### config.mk
export PLATFORM = sky130hd
export DESIGN_NAME = serial_adder
export DESIGN_NICKNAME = d
export VERILOG_FILES = /design/src/rtl/serial_adder.sv
export SDC_FILE = /design/constraint.sdc
export NUM_CORES = 1
export LEC_CHECK = 0
export ABC_AREA = 1
export ABC_CLOCK_PERIOD_IN_PS = 1300
export BUFFER_PORTS_ARGS = -buffer_cell sky130_fd_sc_hd__buf_4
export CORE_ASPECT_RATIO = 1.4
export CORE_MARGIN = 10
export CORE_UTILIZATION = 52
export CTS_BUF_LIST = sky130_fd_sc_hd__clkbuf_8
export CTS_CLUSTER_DIAMETER = 120
export DETAILED_ROUTE_END_ITERATION = 8
export PLACE_DENSITY = 0.77
export SYNTH_ARGS = -nofsm -noshare
export SYNTH_HDL_FRONTEND = slang
export SYNTH_SLANG_ARGS = --single-unit
### constraint.sdc
create_clock -name clk -period 1.3 [get_ports clk]
set_input_delay 0.065 -clock clk [delete_from_list [all_inputs] [get_ports clk]]
set_output_delay 0.065 -clock clk [all_outputs]
set_load 0.01 [all_outputs]
### src/rtl/serial_adder.sv
// Bit-serial adder: (cout,sum) = a + b + cin, one bit per clock, LSB first.
// The per-bit full adder is nine sheffer (NAND) cells; carry lives in a flop between bits.

module sheffer (
    input  logic a,
    input  logic b,
    output logic y
);
    assign y = ~(a & b);
endmodule

module serial_adder #(
    parameter int WIDTH = 8
) (
    input  logic             clk,
    input  logic             rst_n,
    input  logic             start,
    input  logic [WIDTH-1:0] a,
    input  logic [WIDTH-1:0] b,
    input  logic             cin,
    output logic             busy,
    output logic             done,
    output logic [WIDTH-1:0] sum,
    output logic             cout
);
    if (WIDTH < 2 || WIDTH > 64) begin : g_width_check
        $error("serial_adder: WIDTH must be in 2..64");
    end

    localparam int CNT_W = (WIDTH > 1) ? $clog2(WIDTH) : 1;
    localparam logic [CNT_W-1:0] LAST_BIT = CNT_W'(WIDTH - 1);

    typedef enum logic [1:0] {IDLE, RUN, DONE} state_t;

    state_t             state_q, state_d;
    logic [CNT_W-1:0]   cnt_q, cnt_d;
    logic               carry_q, carry_d;
    logic [WIDTH-1:0]   a_sh_q, a_sh_d;
    logic [WIDTH-1:0]   b_sh_q, b_sh_d;
    logic [WIDTH-1:0]   acc_q, acc_d;
    logic [WIDTH-1:0]   sum_q, sum_d;
    logic               cout_q, cout_d;
    logic               busy_q, busy_d;
    logic               done_q, done_d;

    // Full adder from nine NANDs: n1..n4 form a^b, n5..n8 form the sum, n9 the carry.
    logic fa_a, fa_b, fa_c;
    logic n1, n2, n3, x1, n5, n6, n7, fa_s, fa_co;

    assign fa_a = a_sh_q[0];
    assign fa_b = b_sh_q[0];
    assign fa_c = carry_q;

    sheffer u_n1 (.a(fa_a), .b(fa_b), .y(n1));
    sheffer u_n2 (.a(fa_a), .b(n1),   .y(n2));
    sheffer u_n3 (.a(fa_b), .b(n1),   .y(n3));
    sheffer u_n4 (.a(n2),   .b(n3),   .y(x1));
    sheffer u_n5 (.a(x1),   .b(fa_c), .y(n5));
    sheffer u_n6 (.a(x1),   .b(n5),   .y(n6));
    sheffer u_n7 (.a(fa_c), .b(n5),   .y(n7));
    sheffer u_n8 (.a(n6),   .b(n7),   .y(fa_s));
    sheffer u_n9 (.a(n1),   .b(n5),   .y(fa_co));

    always_comb begin
        state_d = state_q;
        cnt_d   = cnt_q;
        carry_d = carry_q;
        a_sh_d  = a_sh_q;
        b_sh_d  = b_sh_q;
        acc_d   = acc_q;
        sum_d   = sum_q;
        cout_d  = cout_q;
        busy_d  = busy_q;
        done_d  = 1'b0;

        case (state_q)
            RUN: begin
                acc_d   = {fa_s, acc_q[WIDTH-1:1]};
                a_sh_d  = {1'b0, a_sh_q[WIDTH-1:1]};
                b_sh_d  = {1'b0, b_sh_q[WIDTH-1:1]};
                carry_d = fa_co;
                cnt_d   = cnt_q + 1'b1;
                if (cnt_q == LAST_BIT) begin
                    sum_d   = {fa_s, acc_q[WIDTH-1:1]};
                    cout_d  = fa_co;
                    busy_d  = 1'b0;
                    done_d  = 1'b1;
                    state_d = DONE;
                end
            end
            default: begin
                // IDLE and DONE both accept a new operation; DONE otherwise falls back to IDLE.
                busy_d  = 1'b0;
                state_d = IDLE;
                if (start) begin
                    a_sh_d  = a;
                    b_sh_d  = b;
                    carry_d = cin;
                    cnt_d   = '0;
                    busy_d  = 1'b1;
                    state_d = RUN;
                end
            end
        endcase
    end

    always_ff @(posedge clk or negedge rst_n) begin
        if (!rst_n) begin
            state_q <= IDLE;
            cnt_q   <= '0;
            carry_q <= 1'b0;
            a_sh_q  <= '0;
            b_sh_q  <= '0;
            acc_q   <= '0;
            sum_q   <= '0;
            cout_q  <= 1'b0;
            busy_q  <= 1'b0;
            done_q  <= 1'b0;
        end else begin
            state_q <= state_d;
            cnt_q   <= cnt_d;
            carry_q <= carry_d;
            a_sh_q  <= a_sh_d;
            b_sh_q  <= b_sh_d;
            acc_q   <= acc_d;
            sum_q   <= sum_d;
            cout_q  <= cout_d;
            busy_q  <= busy_d;
            done_q  <= done_d;
        end
    end

    assign busy = busy_q;
    assign done = done_q;
    assign sum  = sum_q;
    assign cout = cout_q;
endmodule

==> impl_results.md <==
* Yosys warns at 0
* Max Freq at 821 MHz
* Sequential cell area fraction in the yosys report at 50.0%
* Hold path start: a[0]
* Worst IR Drop VDD at 1.50 mV
* Area contributors post-synth: dfrtp_1, nand3_2, nand2_1, nand3_1, buf_12
* Crit-path max FO at 9
* Ratio of cells with drive above 1 in the final layout at 40.6%
* Area leader, netlist: dfrtp_1
* Routed Antenna Nets at 0
* Most frequent cell after synthesis: nand2_1
* Critical Path End Type: register
* Max clock buf depth at 2
* CTS tree: yes
* Syn Area/Cell at 10.7 um^2
* Vias in the first global route at 1467
* Num ports at 31
* Fin. Hold Viols at 0
* Net count, final at 251
* Drt via density at 5.08
* Post-synth EDFFs at 0
* Yosys reg bits at 39
* Final worst-path cycle share at 93.7%
* # rows at 26
* Via count at 1378
* Critical Path Source Type: register
* Critical path class: reg -> reg
* Max-slew violations at 0
* GRT overflow at 0
* Post-synth top cells: nand2_1, dfrtp_1, nand3_2
* Synth Instances at 183
* Crit path DAT at 1.45 ns
* Cell variety after synth at 19
* DP HPWL at 2.42 mm
* Crit-path cells: ha_1 > ha_2 > buf_4 > nand2_4 > nand2_1 > nand2_1
* Mapped Nets at 206
* Critical Path Start: cnt_q[0]
* Async set-reset flop share out of synthesis at 100%
* Max-cap violations at 0
* Die area at 6640 um^2
* PwrDens at 2230 nW/um^2
* H-tree levels at 2
* Number of CTS-inserted buffers at 5
* Port-buffer cells at 30
* Clock sinks at 39
* Global-route wire length before repair at 6.41 mm
* Final setup violation count at 0
* Initial antenna violation count at 0
* DR DRC count at 0
* CORE AREA at 3640 um^2
* Drt total wl at 3.69 mm
* Top cell type's share of synthesized area at 50.0%
* Largest net degree at the start of global routing at 40
* Mapped Area at 1950 um^2
* Static Leak at 1.23 nW
* Hold Crit Class: in -> reg
* CTS root buffer: clkbuf_8
* Fillers at 305
* Met3 Routed Length at 231 um
* GPL Wtd Cong at 0.703
* Most common cell on crit path: nand2_1
* Clock skew at 0.00659 ns
* Post-Layout Cell Count at 271
* Worst path slowest cell: dfrtp_1
* Max_slew headroom at 67.9%
* DR WL met2 at 1.88 mm
* Predominant post-synthesis flop cell: dfrtp_1
* R2r startpoint: cnt_q[0]
* Status: completed
* Top Layer Used: met4
* Critical Path Max Stage Delay at 0.40 ns
* Area growth, synth to finish at 22.1%
* Drt initial violations at 73
* Crit path required time at 1.54 ns
* Dpl cells at 250
* Width of the die at 71.8 um
* Met1 Routed Length at 1.51 mm
* RSZ-0062 raised after global routing: false
* Total GRT Usage at 11.8%
* Die height at 92.5 um
* N_diodes at 0
* Worst-Margin Slew at 0.481 ns
* DR WL/cell at 13.6 um
* Clk_lat worst skew at 0.30 ns
* Starting Density at 53.5%
* CTS clk-pin slew, worst paths at 0.08 ns
* DRT Pass-1 Iters at 6
* WHS at 0.000731 ns
* Min Tclk post-route at 1.22 ns
[cell type report]
class | instances | area (um^2) | area share [%]
Clock inverter | 3 | 43.8 | 1.84
Inverter | 7 | 26.3 | 1.10
Clock buffer | 5 | 68.8 | 2.89
Tap cell | 42 | 52.6 | 2.21
Multi-Input combinational cell | 126 | 796 | 33.4
Timing Repair Buffer | 49 | 418 | 17.6
Sequential cell | 39 | 976 | 41.0
[repair_timing]
| item | CTS | global route |
|---|---|---|
| setup buffers | 0 | 2 |
| pin swaps | 0 | 1 |
| gates resized for setup | 2 | 3 |
| hold buffers | 8 | 2 |
| hold endpoints to repair | 46 | 2 |
| cloned | 0 | 1 |
| endpoints found under the setup margin | 11 | 9 |
[path summary, 6_finish.rpt]
path | depth (start not counted) | slack (ns) | to
max | 6 | 0.08 | sum[3]
min | 3 | 0.0007 | a_sh_q[0]
max reg2reg | 6 | 0.08 | sum[3]
min reg2reg | 2 | 0.47 | sum[5]
max in group asynchronous | 2 | 0.71 | b_sh_q[2]
min in group asynchronous | 2 | 0.26 | cout
[worst max-delay path: cells and delay by family (launching register included)]
| kind | cells | cell delay (ns) |
|---|---|---|
| simple gates | 3 | 0.22 |
| buf+inv | 1 | 0.14 |
| fa+ha+maj | 2 | 0.39 |
| flops | 1 | 0.40 |
[metal layers]
| metal | GRT usage [%] | vias up |
|---|---|---|
| met3 | 5.34 | 8 |
| li1 | - | 686 |
| met1 | 12.2 | 652 |
| met2 | 19.8 | 32 |
| met4 | 5.34 | 0 |
| met5 | 0 | - |
[report_power, final]
| part | internal [W] | leakage (nW) | switching, W | total [W] |
|---|---|---|---|---|
| Sequential | 0.00173 | 0.504 | 0.000313 | 0.00205 |
| Combinational | 0.000992 | 0.673 | 0.00125 | 0.00224 |
| Clock | 0.000571 | 0.0581 | 0.000446 | 0.00102 |
[through the flow]
stage / setup slack (ns) / setup TNS (ns) / power [W] / utilization, % / area (um^2)
final: 0.0823 / 0 / 0.00530 / 65.4 / 2380
after global routing: 0.00308 / 0 / 0.00574 / 65.4 / 2380
after CTS: 0.0338 / 0 / 0.00528 / 64.0 / 2330
after detailed placement: -0.198 / -1.81 / 0.00422 / 58.5 / 2130
after global placement: -0.126 / -1.06 / 0.00415 / 58.5 / 2130
after floorplan: 0.0555 / 0 / 0.00388 / - / 1950
[cell usage in the layout (no fill, tap or decap), types with 2 or more instances in the layout]
cell           netlist  final
clkbuf_8             3      5
o21ai_0              3      3
nand3_1             20     20
buf_4                1     37
nand3_2             32     32
nor2_4               1      2
dlygate4sd3_1        0     10
nand2_1             57     57
inv_2                2      3
o21ai_2              4      4
buf_12               4      2
dfrtp_1             39     39
inv_1                5      4
nand2_4              1      2
[registers in the layout, summed over array words and instances (netlist names)]
name,flops
a_sh_q,8
acc_q,7
b_sh_q,8
carry_q,1
cnt_q,3
cout,1
done,1
state_q,2
sum,8
[cell families (layout without fill, tap and decap cells)]
logic type | count (synthesis) | count (layout) | share of synthesized area, %
compound gates | 8 | 8 | 3.01
fa+ha+maj | 3 | 3 | 2.31
buf+inv | 19 | 64 | 10.3
flops | 39 | 39 | 50.0
simple gates | 114 | 115 | 34.4
No activity file was read; power rests on OpenSTA's default activity.
